==> config.mk <==
export PLATFORM = sky130hd
export DESIGN_NAME = sia_txq
export DESIGN_NICKNAME = d
export VERILOG_FILES = /design/src/rtl/sia_txq_pkg.sv /design/src/rtl/queue.sv /design/src/rtl/sia_transmitter.sv /design/src/rtl/sia_txq.sv
export SDC_FILE = /design/constraint.sdc
export NUM_CORES = 1
export LEC_CHECK = 0
export ABC_AREA = 0
export CORE_AREA = 2 2 247 249
export DETAILED_ROUTE_END_ITERATION = 12
export DIE_AREA = 0 0 249 251
export GPL_TIMING_DRIVEN = 0
export PLACE_DENSITY = 0.56
export REMOVE_ABC_BUFFERS = 1
export SKIP_LAST_GASP = 1
export SYNTH_ARGS = -nofsm -noshare
export SYNTH_HDL_FRONTEND = slang
export SYNTH_SLANG_ARGS = --single-unit
export TNS_END_PERCENT = 10
==> constraint.sdc <==
create_clock -name clk_i -period 6.35 [get_ports clk_i]
set_input_delay 0.9525 -clock clk_i [delete_from_list [all_inputs] [get_ports clk_i]]
set_output_delay 0.9525 -clock clk_i [all_outputs]
set_load 0.02 [all_outputs]
==> src/rtl/sia_txq_pkg.sv <==
// Shared definitions for the SIA transmit queue: frame-length field width and the
// clamp applied to the requested bit count at frame load.
package sia_txq_pkg;

    localparam int unsigned BitsWidth = 6;

    function automatic logic [BitsWidth-1:0] clamp_bits(input logic [BitsWidth-1:0] bits,
                                                        input int unsigned limit);
        logic [BitsWidth-1:0] lim;
        lim = BitsWidth'(limit);
        return (bits > lim) ? lim : bits;
    endfunction

endpackage

==> src/rtl/queue.sv <==
// First-word-fall-through FIFO of 2^DEPTH_BITS words; pushes while full are dropped,
// pops while empty are ignored.
module queue #(
    parameter int unsigned DEPTH_BITS = 4,
    parameter int unsigned DATA_BITS  = 16
) (
    input  logic                 clk_i,
    input  logic                 reset_i,
    input  logic                 push_i,
    input  logic                 pop_i,
    input  logic                 oe_i,
    input  logic [DATA_BITS-1:0] dat_i,
    output logic [DATA_BITS-1:0] dat_o,
    output logic                 full_o,
    output logic                 empty_o
);

    localparam int unsigned Depth = 1 << DEPTH_BITS;

    logic [DATA_BITS-1:0] mem_q [Depth];
    logic [DEPTH_BITS:0]  wr_ptr_q, wr_ptr_d;
    logic [DEPTH_BITS:0]  rd_ptr_q, rd_ptr_d;
    logic                 push_ok, pop_ok;

    // Pointers carry one extra wrap bit so full and empty are distinguishable.
    assign empty_o = (wr_ptr_q == rd_ptr_q);
    assign full_o  = (wr_ptr_q[DEPTH_BITS] != rd_ptr_q[DEPTH_BITS]) &&
                     (wr_ptr_q[DEPTH_BITS-1:0] == rd_ptr_q[DEPTH_BITS-1:0]);
    assign dat_o   = oe_i ? mem_q[rd_ptr_q[DEPTH_BITS-1:0]] : '0;

    always_comb begin
        push_ok  = push_i && !full_o;
        pop_ok   = pop_i && !empty_o;
        wr_ptr_d = push_ok ? wr_ptr_q + (DEPTH_BITS+1)'(1) : wr_ptr_q;
        rd_ptr_d = pop_ok ? rd_ptr_q + (DEPTH_BITS+1)'(1) : rd_ptr_q;
    end

    always_ff @(posedge clk_i) begin
        if (reset_i) begin
            wr_ptr_q <= '0;
            rd_ptr_q <= '0;
        end else begin
            wr_ptr_q <= wr_ptr_d;
            rd_ptr_q <= rd_ptr_d;
        end
    end

    always_ff @(posedge clk_i) begin
        if (push_ok) begin
            mem_q[wr_ptr_q[DEPTH_BITS-1:0]] <= dat_i;
        end
    end

endmodule

==> src/rtl/sia_transmitter.sv <==
// Bit-serial shift engine: pops a pre-framed word, shifts it out LSB-first at a latched
// bit period and generates a bit clock whose rising edge falls mid-cell.
module sia_transmitter
    import sia_txq_pkg::*;
#(
    parameter int unsigned SHIFT_REG_WIDTH = 16,
    parameter int unsigned BAUD_RATE_WIDTH = 32,
    parameter int unsigned BRW             = BAUD_RATE_WIDTH - 1,
    parameter int unsigned SRW             = SHIFT_REG_WIDTH - 1
) (
    input  logic                 clk_i,
    input  logic                 reset_i,
    input  logic [BitsWidth-1:0] bits_i,
    input  logic [BRW:0]         baud_i,
    input  logic [SRW:0]         dat_i,
    input  logic                 empty_i,
    output logic                 pop_o,
    output logic                 txd_o,
    output logic                 txc_o,
    output logic                 idle_o,
    output logic                 sample_o
);

    localparam logic [0:0] StIdle  = 1'b0;
    localparam logic [0:0] StShift = 1'b1;
    localparam logic       Mark    = 1'b1;

    logic [0:0]           state_q, state_d;
    logic [SRW:0]         shreg_q, shreg_d;
    logic [BitsWidth-1:0] bitcnt_q, bitcnt_d;
    logic [BRW:0]         period_q, period_d;
    logic [BRW:0]         baud_q, baud_d;
    logic [BitsWidth-1:0] load_cnt;
    logic [BRW+1:0]       cell_len, rise_at;

    assign load_cnt = clamp_bits(bits_i, SHIFT_REG_WIDTH);

    always_comb begin
        state_d  = state_q;
        shreg_d  = shreg_q;
        bitcnt_d = bitcnt_q;
        period_d = period_q;
        baud_d   = baud_q;
        pop_o    = 1'b0;
        case (state_q)
            StIdle: begin
                if (!empty_i) begin
                    pop_o    = 1'b1;
                    shreg_d  = dat_i;
                    baud_d   = baud_i;
                    bitcnt_d = load_cnt;
                    period_d = '0;
                    // A zero-length frame is consumed without leaving IDLE.
                    state_d  = (load_cnt == '0) ? StIdle : StShift;
                end
            end
            StShift: begin
                if (period_q == baud_q) begin
                    shreg_d  = {Mark, shreg_q[SRW:1]};
                    bitcnt_d = bitcnt_q - BitsWidth'(1);
                    period_d = '0;
                    if (bitcnt_q == BitsWidth'(1)) begin
                        state_d = StIdle;
                    end
                end else begin
                    period_d = period_q + (BRW+1)'(1);
                end
            end
            default: state_d = StIdle;
        endcase
    end

    // Bit clock is low for the first ceil(P/2) clocks of each cell, high for the rest.
    always_comb begin
        cell_len = {1'b0, baud_q} + (BRW+2)'(1);
        rise_at  = cell_len - (cell_len >> 1);
        idle_o   = (state_q == StIdle);
        txd_o    = idle_o ? Mark : shreg_q[0];
        txc_o    = idle_o ? Mark : ({1'b0, period_q} >= rise_at);
        sample_o = !idle_o && ({1'b0, period_q} == rise_at);
    end

    always_ff @(posedge clk_i) begin
        if (reset_i) begin
            state_q  <= StIdle;
            shreg_q  <= '1;
            bitcnt_q <= '0;
            period_q <= '0;
            baud_q   <= '0;
        end else begin
            state_q  <= state_d;
            shreg_q  <= shreg_d;
            bitcnt_q <= bitcnt_d;
            period_q <= period_d;
            baud_q   <= baud_d;
        end
    end

endmodule

==> src/rtl/sia_txq.sv <==
// SIA transmit path: frame FIFO feeding the bit-serial transmitter.
module sia_txq
    import sia_txq_pkg::*;
#(
    parameter int unsigned SHIFT_REG_WIDTH = 16,
    parameter int unsigned BAUD_RATE_WIDTH = 32,
    parameter int unsigned DATA_BITS       = SHIFT_REG_WIDTH,
    parameter int unsigned DEPTH_BITS      = 4,
    parameter int unsigned BRW             = BAUD_RATE_WIDTH - 1,
    parameter int unsigned SRW             = SHIFT_REG_WIDTH - 1
) (
    input  logic                 clk_i,
    input  logic                 reset_i,
    input  logic [BitsWidth-1:0] bits_i,
    input  logic [BRW:0]         baud_i,
    input  logic [SRW:0]         txq_dat_i,
    input  logic                 txq_push_i,
    output logic                 txq_full_o,
    output logic                 txq_empty_o,
    output logic                 txd_o,
    output logic                 txc_o,
    output logic                 idle_o
);

    logic [DATA_BITS-1:0] head_dat;
    logic                 tx_pop;
    logic                 unused_sample;

    queue #(
        .DEPTH_BITS (DEPTH_BITS),
        .DATA_BITS  (DATA_BITS)
    ) u_queue (
        .clk_i   (clk_i),
        .reset_i (reset_i),
        .push_i  (txq_push_i),
        .pop_i   (tx_pop),
        .oe_i    (1'b1),
        .dat_i   (txq_dat_i),
        .dat_o   (head_dat),
        .full_o  (txq_full_o),
        .empty_o (txq_empty_o)
    );

    sia_transmitter #(
        .SHIFT_REG_WIDTH (SHIFT_REG_WIDTH),
        .BAUD_RATE_WIDTH (BAUD_RATE_WIDTH)
    ) u_transmitter (
        .clk_i    (clk_i),
        .reset_i  (reset_i),
        .bits_i   (bits_i),
        .baud_i   (baud_i),
        .dat_i    (head_dat),
        .empty_i  (txq_empty_o),
        .pop_o    (tx_pop),
        .txd_o    (txd_o),
        .txc_o    (txc_o),
        .idle_o   (idle_o),
        .sample_o (unused_sample)
    );

endmodule
; ---- Yosys cells after proc, flatten, opt, wreduce, memory -nomap -nowiden
; Memory sizes are Yosys's and may differ from the RTL's. A register that Yosys moved wholly into a read port is not among the register bits.
; Index checks and enable logic that the tools add are counted.
[classes]
n_bitwise = 2
n_reduce_logical = 8
n_mux = 23
n_addsub = 6
n_lt_le_gt_ge = 2
eq_ne = 7
[ops]
columns = op, n
row1 = $mux W32, 2
row2 = $pmux W32 S2, 1
row3 = $add A32 B1 Y33 const B, 1
row4 = $ge A32 B33 Y1, 1
row5 = $sub A33 B32 Y33, 1
row6 = $add A32 B1 Y32 const B, 1
row7 = $eq A32 B32 Y1, 1
row8 = $mux W16, 2
row9 = $pmux W16 S2, 1
row10 = $mux W6, 3
row11 = $pmux W6 S2, 1
row12 = $add A5 B1 Y5 const B, 2
row13 = $mux W1, 10
row14 = $mux W4, 2
row15 = $eq A6 B1 Y1 const B, 1
row16 = $gt A6 B5 Y1 const B, 1
row17 = $logic_not A6 Y1, 1
row18 = $sub A6 B1 Y6 const B, 1
row19 = $eq A5 B5 Y1, 1
row20 = $eq A4 B4 Y1, 1
row21 = $ne A2 B2 Y1 const B, 2
row22 = $reduce_and A2 Y1, 2
row23 = $logic_and A1 B1 Y1, 3
row24 = $logic_not A1 Y1, 2
row25 = other kinds (3), 4
[word_totals]
mem_count = 1
elab_cells = 56
reg_bits = 97
ram_bits = 256
[memory_table]
columns = memory, depth, width, rd, rd_clocked_by_memory_dff, write_ports, line_no
row1 = u_queue.mem_q, 16, 16, 1, 1, 1, queue.sv:20  ; logic [DATA_BITS-1:0] mem_q [Depth];

; ---- Logic depth before layout (Yosys ltp)
[depth]
ltp_word = 6
depth_mapped = 29
ltp_nobuf = 28

; ---- By module
; From an unflattened synthesis, not the netlist that was laid out.
[hier_totals]
cells_unflattened = 1649
hier_area_um2 = 18552.8
[modules_own_cells]
columns = module, area_each_um2, seq_area_each_um2, instances, cells_per_inst
row1 = queue, 10895.4, 7967.6, 1, 616
row2 = sia_transmitter, 7653.6, 1741.7, 1, 1032
row3 = sia_txq, 3.8, 0.0, 1, 1

; ---- Worst setup path after synthesis
; No wires, ideal clock.
[synth_timing]
kind = register to output
from = register u_transmitter.baud_q[0]
to = output txc_o
stages_incl_launch_ff = 28
t_arrival_ns = 5.178
required_time_ns = 5.398
n_path_buf = 1
path_slack_ns = 0.220
cell_sequence = dfxtp_1 ha_1 and3_1 buf_6 nand3_1 xnor2_1 inv_1 ha_1 nand3_1 o211ai_1 a21oi_1 o21a_1 o22ai_1 a211o_1 a221o_1 o211ai_2 nand2b_1 xnor2_1 ha_1 a21oi_1 nor2b_1 o21ai_0 nand2b_1 a2111oi_0 o221ai_1 a31o_2 a31oi_1 o21ai_1
[synth_via]
elab_chain_cells = 4
[synth_rtl]
columns = item, line_no
row1 = from (decl), sia_transmitter.sv:32  ; logic [BRW:0] baud_q, baud_d;
row2 = from (signal assigned), sia_transmitter.sv:95  ; baud_q <= baud_d;
row3 = $add A32 B1 Y33, sia_transmitter.sv:75  ; cell_len = {1'b0, baud_q} + (BRW+2)'(1);
row4 = $sub A33 B32 Y33, sia_transmitter.sv:76  ; rise_at = cell_len - (cell_len >> 1);
row5 = $ge A32 B33 Y1, sia_transmitter.sv:79  ; txc_o = idle_o ? Mark : ({1'b0, period_q} >= rise_at);
row6 = $mux W1, sia_transmitter.sv:79
row7 = to (decl), sia_txq.sv:21  ; output logic txc_o,
; Every way passes these cells.

; ---- Worst setup path in the final report
[layout_timing]
from = register u_transmitter.baud_q[1]
to = output txc_o
; Same word-level chain as after synthesis.

==> summary.txt <==
Outcome
  – Status: finished with violations
  – Failing checks: negative setup slack

Synthesis
  – Most common cell in the synthesized netlist: edfxtp_1
  – Syn_area_per_cell: 12.04 um2
  – Post-synthesis sequential area ratio: between 50 and 60%
  – Yosys warns: 0
  – Syn Inst Count: 1,476
  – Leading area contributor after synthesis: edfxtp_1
  – Mapped Area: 17,780 um2
  – Synth cell types: 69
  – Post-synth EDFFs: roughly 260
  – Top-area cell type share of the netlist area: ~43%
  – Post-synth ARST share: 0%
  – Synth Register Bits: ~360
  – Synth area leaders: edfxtp_1 (43%), dfxtp_1 (11%), mux4_2 (10%), ha_1 (4.8%), nand2_1 (3.3%)
  – Synth Flop Type: edfxtp_1
  – Synth cell count leaders: edfxtp_1 (256), nand2_1 (157), a21oi_1 (115), dfxtp_1 (101), nor2_1 (99)

Power and ir drop
  – Cell Pwr Density: between 400 and 500 nW/um2
  – Sequential power share: 32.0%
  – P_sw: roughly 3.4 mW
  – P_int: between 6 and 7 mW
  – Comb power frac: between 40% and 50%
  – Max VDD drop: about 0.27 mV
  – Power share of the clock group: between 20% and 30%
  – Leakage Power: between 7 and 8 nW
  – Switching share of total power: a little over a third

Die
  – Core Box Area: ~60,000 um2
  – Starting Density: 29.73%
  – Row count: 90
  – Total die area: around 62,000 um2
  – Boundary pin count: 62
  – Die Span X: 249 um
  – Die Ht: between 200 and 300 um

Worst setup path
  – Delay of the slowest cell on the worst path: around 0.43 ns
  – Worst setup EP type: output pin
  – Worst path slowest cell: a2111oi_2
  – Delay-heaviest family, CP: compound AO/OA/AOI/OAI gates
  – Worst-path fanout max: 6
  – WS Path Type: reg -> out
  – Crit path buffers/inverters: 6
  – CP dominant cell by count: buf_4
  – CP Data Required Time: 5.40 ns
  – Arrival @ worst endpoint: roughly 5.8 ns
  – Crit path launch type: flip-flop

Detailed routing
  – Via count: between 10,000 and 15,000
  – DRT antenna net count: 0
  – Final wirelength: roughly 45 mm
  – Initial DRC count: 819
  – Routed wire per std cell: between 15 and 20 um
  – DR pass1 iterations: 7
  – Via density: 5.086
  – Drt drc: 0

Layout
  – Layout cells sized above 1: 20.01%
  – Final #Nets: 1,697
  – Area growth, synth to finish: 22.43%
  – # fillers: ~5,700
  – ANT cells: 0
  – Non-filler cells, final: 2,381
  – Final Util: a little over a third

CTS
  – Htree depth: 2
  – Clock slew at reported path FFs: 0.06 ns
  – Clock root cell: clkbuf_16
  – Cts bufs inserted: 37
  – Clock Latency Late Sink: about 0.55 ns
  – Clock tree buffer depth: 3
  – CTS tree: yes
  – # clock sinks: around 360

Global routing
  – Global-route usage over all layers: between 10% and 20%
  – Number of global-route vias before repair: 12,211
  – Initial antenna violation count: 2
  – Pin count of the biggest net entering global routing: a little over 80
  – GRT Residual Overflow: 0
  – First-pass GRT wire length: 70.61 mm

STA
  – RSZ-0062 raised after global routing: yes
  – Worst-Margin Slew: between 1 and 1.5 ns
  – Period minus WS final: about 6.8 ns
  – Fin. max-slew vios: 0
  – Final hold viol count: 0
  – Max frequency: approximately 150 MHz
  – # setup viols final: 1
  – Setup ws final: -0.4179 ns
  – Period utilization: 106.6%
  – Post-Route Skew: around 0.013 ns
  – Rel. slew slack: slightly above 20%

Placed design
  – Placed cell count: approximately 2,300
  – DP HPWL: approximately 30 mm
  – Final GP Congestion: approximately 0.83
  – Port Buffers: just over 60

Min path
  – Hold/Removal Path Class: reg -> reg

Run
  – Max_cap viols: 0
power by group through the flow:
stage / clock [mW] / combinational (mW) / sequential (mW)
after CTS: 2.45 / 3.97 / 3.01
after global routing: 2.53 / 4.47 / 3.05
after detailed placement: 0 / 3.59 / 3.05
after global placement: 0 / 3.44 / 3.13
final: 2.38 / 4.01 / 3.01
after floorplan: 0 / 2.64 / 2.97
sequential cells by signal, summed over array words and instances (netlist names), named ones only:
| name | flops |
|---|---|
| u_queue.mem_q | 256 |
| u_transmitter.shreg_q | 16 |
| u_queue.rd_ptr_q | 5 |
| u_transmitter.bitcnt_q | 6 |
| u_queue.wr_ptr_q | 5 |
| u_transmitter.baud_q | 32 |
| u_transmitter.period_q | 32 |
| u_transmitter.state_q | 1 |
path summary, 6_finish.rpt:
check | start | end | slack (ns) | depth (start not counted)
worst max-delay path | u_transmitter.baud_q[1] | txc_o | -0.42 | 28
worst min-delay path | u_transmitter.shreg_q[4] | u_transmitter.shreg_q[4] | 0.47 | 1
worst max register to register | u_transmitter.state_q | u_transmitter.bitcnt_q[5] | 2.52 | 6
worst min register to register | u_transmitter.shreg_q[4] | u_transmitter.shreg_q[4] | 0.47 | 1
cells by family after synthesis:
| kind of cell | Yosys count | synth area share, % |
|---|---|---|
| simple gates | 471 | 12.93 |
| flops | 357 | 54.61 |
| compound gates | 269 | 9.360 |
| buf+inv | 122 | 2.709 |
| xor+xnor | 103 | 5.074 |
| mux | 84 | 10.36 |
| fa+ha+maj | 70 | 4.955 |
final cells by class:
type	count	area, um2	share of cell area [%]
well taps	782	978.4	4.495
flip-flops and latches	357	9769	44.88
multi-input cells	997	8053	37.00
repair buffers	133	1458	6.697
inverters	45	168.9	0.7760
clock inverters	27	391.6	1.799
clock buffers	40	947.2	4.352
metal layers:
layer / GRT usage, % / vias up / routed length (um) / share of wire, %
met3: 2.381 / 76 / 2113 / 4.7
met4: 3.758 / 4 / 959 / 2.1
met1: 17.54 / 6005 / 18940 / 42
met5: 0 / - / 33 / 0.073
li1: - / 5760 / - / -
met2: 26.45 / 265 / 23380 / 51
what timing repair did:
item                       4_1_cts  5_1_grt
cloned                           0        0
hold buffers                     0        0
resized for setup              107        3
buffers inserted                44        2
setup endpoints to repair        1        1
pin swaps                       45        7
per-stage QoR:
stage	TNS, ns	setup WS, ns	power (mW)	area, um2	hold slack, ns
after floorplan	0	0.1248	5.615	17470	0.4263
after global placement	-48.54	-2.460	6.571	19050	0.4421
after detailed placement	-1.782	-1.782	6.647	19620	0.4493
after CTS	-0.4203	-0.4203	9.430	21720	0.4665
after global routing	-0.7298	-0.7298	10.05	21770	0.4794
final	-0.4179	-0.4179	9.394	21770	0.4670
layout by cell type (no fill, tap or decap), types with 5 or more instances in the layout:
cell type / Yosys / layout
xnor2_1: 36 / 31
a21o_1: 9 / 9
and2_1: 10 / 9
and3_1: 32 / 31
nand3_1: 34 / 29
dfxtp_4: 0 / 13
buf_8: 0 / 6
nor4_1: 17 / 16
nor3_2: 0 / 5
nor2_2: 0 / 12
clkinv_2: 0 / 5
edfxtp_1: 256 / 256
o21ai_0: 51 / 44
a31oi_1: 12 / 11
nor2b_1: 12 / 12
buf_4: 2 / 45
or3_1: 11 / 11
nand2b_1: 20 / 20
a22oi_1: 8 / 8
clkdlybuf4s50_1: 0 / 59
nor3_1: 28 / 21
inv_1: 45 / 44
dfxtp_1: 101 / 79
xor2_1: 67 / 66
nor2_1: 99 / 83
nand4_1: 21 / 21
a21oi_1: 115 / 112
bufinv_16: 0 / 8
ha_4: 0 / 8
clkbuf_16: 0 / 37
buf_16: 0 / 10
o21ai_1: 5 / 8
dfxtp_2: 0 / 9
mux4_2: 80 / 80
buf_6: 1 / 11
a211o_1: 17 / 17
ha_1: 68 / 57
clkinv_1: 0 / 7
nor3b_1: 13 / 13
nand2_1: 157 / 153
Note: power is estimated with default switching activity, not from simulation.
